[config.mk]
export PLATFORM = sky130hd
export DESIGN_NAME = regfile_write_scheduler
export DESIGN_NICKNAME = d
export VERILOG_FILES = /design/src/rtl/regfile_write_scheduler.sv
export SDC_FILE = /design/constraint.sdc
export NUM_CORES = 1
export LEC_CHECK = 0
export ABC_AREA = 1
export CORE_ASPECT_RATIO = 2
export CORE_UTILIZATION = 37
export CTS_CLUSTER_DIAMETER = 30
export DETAILED_ROUTE_END_ITERATION = 10
export PLACE_DENSITY = 0.8
export RECOVER_POWER = 25
export SETUP_SLACK_MARGIN = 0.3
export SKIP_CTS_REPAIR_TIMING = 1
export SLEW_MARGIN = 30
export SYNTH_ARGS = -nofsm -noshare
export SYNTH_HDL_FRONTEND = slang
export SYNTH_SLANG_ARGS = --single-unit
[constraint.sdc]
create_clock -name clk -period 1.75 [get_ports clk]
set_input_delay 0.35 -clock clk [delete_from_list [all_inputs] [get_ports clk]]
set_output_delay 0.35 -clock clk [all_outputs]
set_load 0.02 [all_outputs]
[src/rtl/regfile_write_scheduler.sv]
// Register-file write-port scheduler: clears all 32 registers after reset, then
// arbitrates the single write port between MEM, ALU and DBG writeback requesters.
module regfile_write_scheduler #(
  parameter int unsigned STARVE_LIMIT = 8
) (
  input  logic        clk,
  input  logic        rst,
  input  logic        mem_valid,
  input  logic [4:0]  mem_addr,
  input  logic [31:0] mem_data,
  output logic        mem_ready,
  input  logic        alu_valid,
  input  logic [4:0]  alu_addr,
  input  logic [31:0] alu_data,
  output logic        alu_ready,
  input  logic        dbg_valid,
  input  logic [4:0]  dbg_addr,
  input  logic [31:0] dbg_data,
  output logic        dbg_ready,
  output logic        registerWrite,
  output logic [4:0]  writeAddress,
  output logic [31:0] writeData,
  output logic        init_done
);

  localparam int unsigned AW = 5;
  localparam int unsigned DW = 32;
  localparam int unsigned SW = 8;

  typedef enum logic {S_INIT, S_RUN} state_t;

  state_t          r_state, w_state_nxt;
  logic [AW-1:0]   r_cnt, w_cnt_nxt;
  logic [SW-1:0]   r_starve, w_starve_nxt;
  logic            r_we, w_we_nxt;
  logic [AW-1:0]   r_waddr, w_waddr_nxt;
  logic [DW-1:0]   r_wdata, w_wdata_nxt;
  logic            r_done, w_done_nxt;

  logic            w_run;
  logic            w_force;
  logic            w_gnt_mem, w_gnt_alu, w_gnt_dbg;
  logic            w_xfer;
  logic [AW-1:0]   w_sel_addr;
  logic [DW-1:0]   w_sel_data;

  // Grant: MEM > ALU > DBG, unless DBG has been stalled long enough to be forced through
  always_comb begin
    w_gnt_mem  = 1'b0;
    w_gnt_alu  = 1'b0;
    w_gnt_dbg  = 1'b0;
    w_sel_addr = '0;
    w_sel_data = '0;
    w_run      = (r_state == S_RUN) && !rst;
    w_force    = dbg_valid && (r_starve >= SW'(STARVE_LIMIT));
    if (w_run) begin
      if (w_force) begin
        w_gnt_dbg = 1'b1;
      end else if (mem_valid) begin
        w_gnt_mem = 1'b1;
      end else if (alu_valid) begin
        w_gnt_alu = 1'b1;
      end else if (dbg_valid) begin
        w_gnt_dbg = 1'b1;
      end
    end
    if (w_gnt_mem) begin
      w_sel_addr = mem_addr;
      w_sel_data = mem_data;
    end else if (w_gnt_alu) begin
      w_sel_addr = alu_addr;
      w_sel_data = alu_data;
    end else if (w_gnt_dbg) begin
      w_sel_addr = dbg_addr;
      w_sel_data = dbg_data;
    end
    w_xfer = w_gnt_mem || w_gnt_alu || w_gnt_dbg;
  end

  assign mem_ready = w_gnt_mem;
  assign alu_ready = w_gnt_alu;
  assign dbg_ready = w_gnt_dbg;

  always_comb begin
    w_state_nxt  = r_state;
    w_cnt_nxt    = r_cnt;
    w_starve_nxt = r_starve;
    w_we_nxt     = 1'b0;
    w_waddr_nxt  = r_waddr;
    w_wdata_nxt  = r_wdata;
    w_done_nxt   = r_done;
    case (r_state)
      S_INIT: begin
        w_we_nxt     = 1'b1;
        w_waddr_nxt  = r_cnt;
        w_wdata_nxt  = '0;
        w_cnt_nxt    = AW'(r_cnt + 1'b1);
        w_starve_nxt = '0;
        if (r_cnt == AW'(31)) begin
          w_state_nxt = S_RUN;
          w_done_nxt  = 1'b1;
        end
      end
      S_RUN: begin
        if (w_xfer) begin
          // Register 0 is hardwired zero: accept the request but suppress the write
          w_we_nxt    = (w_sel_addr != '0);
          w_waddr_nxt = w_sel_addr;
          w_wdata_nxt = w_sel_data;
        end
        if (dbg_valid && !w_gnt_dbg) begin
          w_starve_nxt = (r_starve == '1) ? r_starve : SW'(r_starve + 1'b1);
        end else begin
          w_starve_nxt = '0;
        end
      end
      default: w_state_nxt = S_INIT;
    endcase
  end

  always_ff @(posedge clk) begin
    if (rst) begin
      r_state  <= S_INIT;
      r_cnt    <= '0;
      r_starve <= '0;
      r_we     <= 1'b0;
      r_waddr  <= '0;
      r_wdata  <= '0;
      r_done   <= 1'b0;
    end else begin
      r_state  <= w_state_nxt;
      r_cnt    <= w_cnt_nxt;
      r_starve <= w_starve_nxt;
      r_we     <= w_we_nxt;
      r_waddr  <= w_waddr_nxt;
      r_wdata  <= w_wdata_nxt;
      r_done   <= w_done_nxt;
    end
  end

  assign registerWrite = r_we;
  assign writeAddress  = r_waddr;
  assign writeData     = r_wdata;
  assign init_done     = r_done;

endmodule

==> run metrics, run 1 <==
status finished clean; CTS Sinks 53; MaxCap Viol Count 0; fin crit share 97.8%; die width 61.2 um; Core ar. 6670 um^2; Final Max Slew Viols 0; clk buf depth 2; Area Overhead vs Synth 89.8%; Worst path slowest cell dfxtp_1; sequential fraction of the synthesis area 40.9%; Initial Util 38.8%; largest family of logic cells by synthesized area simple AND/OR/NAND/NOR gates; Synth area leaders dfxtp_1 41%, nand2_1 23%, a21oi_1 14%; Post-Syn Area 2590 um^2; # diodes 0; critical path cell sequence nand2_4 > nor3_4 > nand2_2 > inv_4 > buf_6; IO Pins 158; Worst setup SP type register; Worst Setup EP alu_ready; final setup TNS 0 ns; Hold Vio Cnt, Final 0; routed vias/inst 5.05; clock latency on the worst-skew pair 0.29 ns; vias 3318; vias in the first global route 2974; Fill cells 537; GRT overflow 0; Adder-Cell Fraction of Synth Area 1.93%; crit path capture type primary output; critical path class register to primary output; CTS tree yes; worst r2r dst writeData[8]$_SDFFE_PP0P_; WP data required 1.40 ns; Layout Skew 0.00524 ns; global-route wire length before repair 12600 um; mux cell area share after synthesis 0%; initial antenna violation count 0; DRT Wirelength 10500 um; Total GRT Usage 23.1%; Setup crit start r_state$_SDFF_PP0_; library cells used by synthesis 27; largest net degree at the start of global routing 41; DRC 0; XOR/XNOR Fraction of Synth Area 0%; post-synthesis simple-gate area fraction 32.8%; Die H 120 um; share of the synthesized area in the top cell type 40.9%; yosys synthesis warning count 0; DIE AREA 7370 um^2; post-synthesis compound-gate area fraction 15.9%; Hold WS 0.462 ns; Max VDD drop 0.543 mV; Final setup viols 0; iteration count of the initial detailed-routing pass 6; Num CTS Buffers 5; Post-DRT Antenna Nets 0; Largest stage delay, worst path 0.39 ns; DRT iter0 DRCs 137; IO Port Bufs 157; nets@finish 688; post-detail-place hpwl 6640 um; RSZ-0062 raised after global routing true; CTS clk-pin slew, worst paths 0.07 ns; WL/cell 16.0 um; PwrDens 536 nW/um^2; leading area contributor after synthesis dfxtp_1; htree depth 2; Mapped Cells 387; Leak Pwr 2.46 nW; launch point of the worst reg-to-reg path r_state$_SDFF_PP0_; # rows 42; Hold Path Class register to register; synthesis-stage register bit count 53; Post-Syn Area per Cell 6.70 um^2; critical path depth in cells 5; share of layout cells above drive strength 1 20.4%; CP arrival 1.36 ns; CP max FO 4; Final min period 1.71 ns; depth of the worst register-to-register path 10; fmax 584 MHz; CP bufs+invs 2; Placer Congestion 0.846; register-to-register setup slack 0.11 ns; Worst path top cell family by delay simple AND/OR/NAND/NOR gates; CTS Root Cell clkbuf_16
## placed cells by master, fill, tap and decap left out, types with 2 or more instances in the layout
cell	synthesis	layout
nand2_1	158	140
clkdlybuf4s50_1	0	111
a21oi_1	72	53
dfxtp_1	53	48
dlymetal6s2s_1	0	24
a21oi_2	0	19
clkbuf_1	5	18
buf_4	0	17
inv_1	17	15
nand2_4	2	13
nor2_1	19	12
nand2_2	2	9
nor2_2	1	8
nand3_1	15	8
clkbuf_16	0	8
nand3_2	1	7
buf_12	0	6
buf_6	6	6
dfxtp_2	0	5
inv_2	2	4
o21ai_0	4	4
nor3_1	5	4
ha_1	4	4
conb_1	1	4
a31oi_1	3	3
inv_6	0	2
inv_4	2	2
clkinv_8	0	2
nor4_1	2	2
clkbuf_8	0	2
## flip-flops by register name, indices dropped and copies added (netlist names)
signal and flops:
writeData 32, r_starve 8, r_cnt 5, writeAddress 5
init_done 1, r_state 1, registerWrite 1
## power breakdown
part	switching, mW	total [mW]	internal, mW
Clock	0.434	1.04	0.606
Sequential	0.0112	1.23	1.22
Combinational	0.112	0.362	0.250
## cell families after synthesis
| group | Yosys count |
|---|---|
| buffers and inverters | 41 |
| AOI/OAI and AO/OA | 81 |
| and+or+nand+nor | 207 |
| DFF | 53 |
| adders and majority gates | 4 |
| other | 1 |
## worst min path at each step
stage                                     startpoint                         end  depth (start not counted)
after detailed placement  writeData[24]$_SDFFE_PP0P_  writeData[24]$_SDFFE_PP0P_                          2
after global routing      writeData[18]$_SDFFE_PP0P_  writeData[18]$_SDFFE_PP0P_                          2
after global placement     writeData[0]$_SDFFE_PP0P_   writeData[0]$_SDFFE_PP0P_                          2
after floorplan             r_starve[3]$_SDFFE_PP0P_    r_starve[3]$_SDFFE_PP0P_                          2
after CTS                 writeData[24]$_SDFFE_PP0P_  writeData[24]$_SDFFE_PP0P_                          2
final                     writeData[19]$_SDFFE_PP0P_  writeData[19]$_SDFFE_PP0P_                          2
## cell usage after synthesis
library cell and number:
o2111ai_1 1, nand3_2 1, nor2_1 19, nand2_4 2
inv_4 2, clkinv_2 1, nand4_1 1, dfxtp_1 53
nand3_1 15, o21ai_0 4, clkbuf_1 5, buf_2 7
inv_2 2, buf_6 6, inv_1 17, o21ai_1 1
nor4_1 2, clkinv_1 1, nand2_1 158, conb_1 1
nor2_2 1, nor3_1 5, nand2_2 2, ha_1 4
nor3_4 1, a21oi_1 72, a31oi_1 3
## per-layer routing
layer	GRT usage, %	share of wire [%]	vias to the layer above
li1	-	-	1608
met1	21.1	34	1536
met2	44.0	56	137
met3	3.32	4.8	37
met4	13.5	5.1	0
met5	0	0	-
## cell type report
| class | instances | area, um^2 | area share, % |
|---|---|---|---|
| Multi-Input combinational cell | 296 | 1570 | 31.8 |
| Timing Repair Buffer | 186 | 1870 | 38.1 |
| Sequential cell | 53 | 1070 | 21.7 |
| Clock inverter | 1 | 5.00 | 0.102 |
| Inverter | 23 | 109 | 2.21 |
| Tap cell | 88 | 110 | 2.24 |
| Timing Repair inverter | 3 | 36.3 | 0.738 |
| Clock buffer | 7 | 153 | 3.10 |
## metrics by stage
| step | setup slack [ns] | utilization, % | power (mW) | std cells | area, um^2 |
|---|---|---|---|---|---|
| global placement | -0.449 | 64.6 | 1.59 | 635 | 4310 |
| floorplan | 0.310 | - | 1.31 | 390 | 2620 |
| global route | 0.0103 | 73.7 | 2.71 | 657 | 4920 |
| CTS | -0.476 | 66.9 | 2.63 | 643 | 4470 |
| detailed placement | -0.476 | 64.6 | 1.60 | 635 | 4310 |
| finish | 0.0383 | 73.7 | 2.64 | 657 | 4920 |
## worst register-to-register path: cells and delay by family (launching register included)
| kind | cells | cell delay [ns] |
|---|---|---|
| compound gates | 2 | 0.17 |
| buf+inv | 3 | 0.40 |
| flops | 1 | 0.39 |
| simple gates | 5 | 0.61 |
(Power assumes the default switching activity.)
==> inputs of run 2 (changes only) <==
Settings changed: TNS_END_PERCENT set to 30.
==> run 2 against run 1 <==
- flip-flop and latch count unchanged
- total power decreased by 0.18%
- final area decreased by 1.9%
- final cell count decreased by 0.15%
- register-to-register slack improved by 0.02 ns
- combinational power decreased by 2%
- maximum frequency increased by 3.3%
- via count decreased by 2.8%
- die area unchanged
- global-route usage unchanged
- largest power group unchanged
- highest routed layer unchanged
==> run metrics, run 2 (synthesis gave the netlist of run 1 again) <==
CTS clk-pin slew, worst paths 0.07 ns (about the same); DRT iter0 DRCs 133 (-2.9%); WHS Endpoint writeData[4]$_SDFFE_PP0P_; CP bufs+invs 1 (-1); Largest stage delay, worst path 0.67 ns (+0.28 ns); Final setup viols 0 (unchanged); post-detail-place hpwl 6640 um (unchanged); CTS tree yes; vias 3225 (-2.8%); clk buf depth 2 (unchanged); nets@finish 687 (-0.15%); Place WS -0.476 ns (unchanged); Die H 120 um (unchanged); fin crit share 94.7% (-3.1 points); fin worst setup slack 0.0925 ns (+0.0542 ns); CTS Root Cell clkbuf_16; launch point of the worst reg-to-reg path r_state$_SDFF_PP0_; hold depth 2 (unchanged); Initial Util 38.8% (unchanged); largest net degree at the start of global routing 41 (unchanged); register-to-register setup slack 0.13 ns (+0.02 ns); crit path capture type primary output; RSZ-0062 raised after global routing true; DIE AREA 7370 um^2 (unchanged); # diodes 0 (unchanged); iteration count of the initial detailed-routing pass 4 (-2); CP max FO 2 (-2); Core ar. 6670 um^2 (unchanged); critical path class register to primary output; Leak Pwr 2.02 nW (-18%); Post-DRT Antenna Nets 0 (unchanged); Num CTS Buffers 5 (unchanged); Worst path top cell family by delay buffers and inverters; Area Overhead vs Synth 86.2%; worst r2r dst writeData[23]$_SDFFE_PP0P_; DRT Wirelength 9960 um (-5.3%); depth of the worst register-to-register path 9 (-1); status finished clean; Hold Path Class register to register; CTS Sinks 53 (unchanged); Max VDD drop 0.516 mV (-4.8%); WP data required 1.40 ns (about the same); Final Instance Area 4830 um^2 (-1.9%); DRC 0 (unchanged); fmax 603 MHz (+3.3%); power consumption 2.63 mW (-0.18%); critical path cell sequence clkdlybuf4s50_1; Worst path slowest cell clkdlybuf4s50_1; Layout Skew 0.00550 ns (+0.000253 ns); GRT overflow 0 (unchanged); htree depth 2 (unchanged); Worst setup SP type register; initial antenna violation count 0 (unchanged); IO Port Bufs 157 (unchanged); most common cell after layout, fill and taps aside nand2_1; clock latency on the worst-skew pair 0.29 ns (about the same); IO Pins 158 (unchanged); vias in the first global route 2974 (unchanged); Hold WS 0.462 ns (-0.000447 ns); Total GRT Usage 23.1% (unchanged); Placer Congestion 0.846 (unchanged); Final min period 1.66 ns (-0.0542 ns); min-delay src writeData[4]$_SDFFE_PP0P_; global-route wire length before repair 12600 um (unchanged); share of layout cells above drive strength 1 15.0% (-5.4 points); MaxCap Viol Count 0 (unchanged); routed vias/inst 4.92 (-2.7%); die width 61.2 um (unchanged); Placed Instance Area 4310 um^2 (unchanged); Hold Vio Cnt, Final 0 (unchanged); PwrDens 545 nW/um^2 (+1.7%); max reg flops 32 (unchanged); Final Util 72.3% (-1.4 points); Final Max Slew Viols 0 (unchanged); WL/cell 15.2 um (-5.1%); commonest non-fill, non-tap cells in the layout 156 x nand2_1, 150 x clkdlybuf4s50_1, 61 x a21oi_1; # rows 42 (unchanged); CP arrival 1.31 ns (-0.05 ns)
[run 2: metrics by stage]
stage	cells	TNS (ns)
after floorplan	390	0
after global placement	635	-12.19
after detailed placement	635	-13.87
after CTS	643	-2.35
after global routing	656	0
final	656	0
[run 2: final cells by class]
| class | count | area [um^2] |
|---|---|---|
| Timing Repair Buffer | 185 | 1910 |
| Timing Repair inverter | 3 | 31.3 |
| Sequential cell | 53 | 1060 |
| Fill cell | 555 | 1850 |
| Clock buffer | 7 | 153 |
| Clock inverter | 1 | 5.00 |
| Inverter | 23 | 108 |
| Multi-Input combinational cell | 296 | 1450 |
| Tap cell | 88 | 110 |
[run 2: worst max-delay path by stage]
stage	startpoint	end	slack (ns)	cells after the start
6_report	writeAddress[4]$_SDFFE_PP0P_	writeAddress[4]	0.09	1
4_1_cts	alu_valid	alu_ready	-0.48	6
3_3_place_gp	mem_valid	dbg_ready	-0.45	7
2_1_floorplan	rst	alu_ready	0.31	7
3_5_place_dp	alu_valid	alu_ready	-0.48	6
5_1_grt	r_state$_SDFF_PP0_	writeData[23]$_SDFFE_PP0P_	0.04	9
[run 2: where the power goes]
| part | internal, mW | total (mW) | leakage [nW] | switching (mW) |
|---|---|---|---|---|
| clock | 0.607 | 1.04 | 0.0799 | 0.437 |
| combinational | 0.254 | 0.355 | 1.51 | 0.101 |
| sequential | 1.22 | 1.23 | 0.430 | 0.0109 |
[run 2: layer usage]
metal  track usage (%)  up-vias  share of wire, %
li1                  -     1606                 -
met3              3.32       31               5.1
met1              21.1     1462                34
met2              44.0      126                55
met4              13.5        0               5.2
met5                 0        -                 0
==> inputs of run 3 (changes only) <==
Settings changed: ABC_AREA 1 to unset, CORE_UTILIZATION 37 to 36, PLACE_DENSITY 0.8 to 0.81.
==> run 3 against run 2 <==
- the flow now finishes with violations (negative setup slack)
- sequential power about the same
- final area fell by 8.6%
- non-clock buffer count up 2
- sequential share of layout area is 2.1 points higher
- clock power barely moved
- area after synthesis decreased by 8.3%
- critical path type unchanged
- critical endpoint is now alu_ready
==> run metrics, run 3 <==
status finished, violations left; violated checks negative setup slack; Leak Pwr 1.98 nW (-1.8%); Placed Cells incl. Taps 510 (-20%); IO Port Bufs 157 (unchanged); Post-Syn Area 2380 um^2 (-8.3%); Die H 117 um (-2.9%); most common cell after layout, fill and taps aside clkdlybuf4s50_1; library cells used by synthesis 39 (+44%); launch point of the worst reg-to-reg path r_state$_SDFF_PP0_; Worst path top cell family by delay simple AND/OR/NAND/NOR gates; leading area contributor after synthesis dfxtp_1; htree depth 2 (unchanged); critical path class register to primary output; # rows 41 (-2.4%); fmax 551 MHz (-8.8%); Worst setup SP type register; clock latency on the worst-skew pair 0.29 ns (about the same); Initial Util 37.4% (-1.5 points); fin worst setup slack -0.0664 ns (-0.159 ns); DIE AREA 6950 um^2 (-5.7%); Placer Congestion 0.829 (-2.1%); Cell Count, Final, Fillers Out 524 (-20%); Max VDD drop 0.464 mV (-10%); Final Max Slew Viols 0 (unchanged); share of the synthesized area in the top cell type 44.7% (+3.7 points); Total GRT Usage 23.3% (+0.21 points); share of power burned in registers 46.9% (about the same); Final min period 1.82 ns (+0.159 ns); post-detail-place hpwl 6230 um (-6.1%); DRT Wirelength 9160 um (-8.0%); critical path cell sequence nor4b_4 > a21oi_2 > nor3b_4 > buf_6; yosys synthesis warning count 0 (unchanged); sw power 548 uW (-0.14%); sequential fraction of the synthesis area 44.7% (+3.7 points); EDFF count, synth 0 (unchanged); Worst path slowest cell dfxtp_2; Setup crit start r_starve[7]$_SDFFE_PP0P_; Async S/R FF share, synth 0% (unchanged); Hold Path Class register to register; RSZ-0062 raised after global routing true; worst r2r dst writeData[22]$_SDFFE_PP0P_; iteration count of the initial detailed-routing pass 7 (+3); CTS tree yes; commonest non-fill, non-tap cells in the layout 111 x clkdlybuf4s50_1, 49 x dfxtp_1, 43 x a21oi_1; IO Pins 158 (unchanged); initial antenna violation count 0 (unchanged); CTS clk-pin slew, worst paths 0.06 ns (about the same); routed vias/inst 5.51 (+12%); Post-synth top cells 53 x dfxtp_1, 43 x a21oi_1, 38 x nand2_1, 32 x a222oi_1, 20 x nor2_1; WHS Endpoint writeAddress[3]$_SDFFE_PP0P_; die width 59.4 um (-2.9%); combinational share of power 13.7% (+0.2 points); share of layout cells above drive strength 1 14.2% (-0.81 points); Main synth FF type dfxtp_1; Hold Vio Cnt, Final 0 (unchanged); crit path capture type primary output; synthesis-stage register bit count 53 (unchanged); Area Overhead vs Synth 85.8%; Layout Skew 0.00451 ns (-0.000985 ns); global-route wire length before repair 12200 um (-3.4%); fin crit share 104% (+9.1 points); clk buf depth 2 (unchanged); DRT iter0 DRCs 280 (+110%); DRC 0 (unchanged); PwrDens 597 nW/um^2 (+9.6%); Core ar. 6360 um^2 (-4.7%); register-to-register setup slack 0.01 ns (-0.12 ns); vias in the first global route 2643 (-11%); Fill cells 554 (-0.18%); Post-DRT Antenna Nets 0 (unchanged); Mapped Cells 260 (-33%); MaxCap Viol Count 0 (unchanged); Pint 2.09 mW (+0.33%); Largest stage delay, worst path 0.34 ns (-0.33 ns); sw frac 20.8% (-0.078 points); # diodes 0 (unchanged); WL/cell 17.5 um (+15%); CP arrival 1.47 ns (+0.16 ns); CP bufs+invs 1 (unchanged); largest net degree at the start of global routing 39 (-4.9%); most numerous cell in the Yosys netlist dfxtp_1; min-delay src writeAddress[3]$_SDFFE_PP0P_; Clk pwr share 39.4% (-0.2 points); nets@finish 557 (-19%); Final Util 69.4% (-2.9 points); WP data required 1.40 ns (about the same); Post-Syn Area per Cell 9.14 um^2 (+36%); final setup TNS -0.0860 ns (-0.0860 ns); CTS Sinks 53 (unchanged); hold depth 2 (unchanged); vias 2885 (-11%); CP max FO 3 (+1); power consumption 2.64 mW (+0.23%); CTS Root Cell clkbuf_16; depth of the worst register-to-register path 7 (-2); GRT overflow 0 (unchanged); max reg flops 32 (unchanged); Synth area leaders dfxtp_1 45%, a222oi_1 13%, a21oi_1 9.1%; Num CTS Buffers 5 (unchanged); Place WS -0.618 ns (-0.142 ns); Final setup viols 2 (+2)
[run 3: cell count changes after synthesis, sizes merged, moves of 3 or more]
cell	previous run	this run
a211oi	0	3
a21oi	72	44
a222oi	0	32
inv	21	4
mux2i	0	3
nand2	162	38
nand3	16	2
nand3b	0	5
nor3	6	3
o21ai	5	1
o2bb2ai	0	4
[run 3: cell type report]
type / instances / area, um^2 / area share (%)
Tap cell: 86 / 108 / 2.44
Multi-Input combinational cell: 186 / 1250 / 28.3
Sequential cell: 53 / 1070 / 24.1
Inverter: 4 / 15.0 / 0.340
Clock buffer: 7 / 153 / 3.46
Clock inverter: 1 / 5.00 / 0.113
Timing Repair Buffer: 187 / 1820 / 41.2
[run 3: power by group through the flow]
stage	sequential, mW	clock (mW)	combinational (mW)
2_1_floorplan	1.27	0	0.0491
3_3_place_gp	1.26	0	0.349
3_5_place_dp	1.26	0	0.355
4_1_cts	1.24	1.06	0.358
5_1_grt	1.24	1.11	0.381
6_report	1.24	1.04	0.360
[run 3: per-stage QoR]
step	hold slack [ns]	instance area [um^2]
after floorplan	0.479	2390
after detailed placement	0.456	4150
after CTS	0.465	4310
after global routing	0.476	4410
final	0.465	4410
after global placement	0.455	4150
[run 3: worst max-delay path by stage]
stage	end	slack, ns	depth (start not counted)
final	alu_ready	-0.07	4
after detailed placement	alu_ready	-0.62	5
after global placement	alu_ready	-0.62	5
after floorplan	alu_ready	0.16	4
after CTS	alu_ready	-0.63	5
after global routing	alu_ready	-0.15	4
[run 3: metal layers]
| metal | wire [um] | part of all wire, % | vias up | global-route usage (%) |
|---|---|---|---|---|
| li1 | - | - | 1342 | - |
| met1 | 3100 | 34 | 1345 | 21.8 |
| met2 | 5030 | 55 | 165 | 45.2 |
| met3 | 608 | 6.6 | 33 | 3.52 |
| met4 | 426 | 4.6 | 0 | 13.5 |
| met5 | 0 | 0 | - | 0 |
[run 3: cells by family (layout without fill, tap and decap cells)]
family                     after synthesis  in the layout  synth area share [%]
muxes                                    3              3                  1.26
and+or+nand+nor                         78             78                  16.4
buffers and inverters                   24            199                  5.48
other                                    1              4                 0.158
adders and majority gates                4              4                  2.11
DFF                                     53             53                  44.7
xor gates and xnor gates                 3              3                  1.11
AOI/OAI and AO/OA                       94             94                  28.8
[run 3: tightest hold or removal path, cell delays in order (launching register included)]
cell and delay (ns):
dfxtp_1 0.31, nand2_1 0.05, a211oi_1 0.06
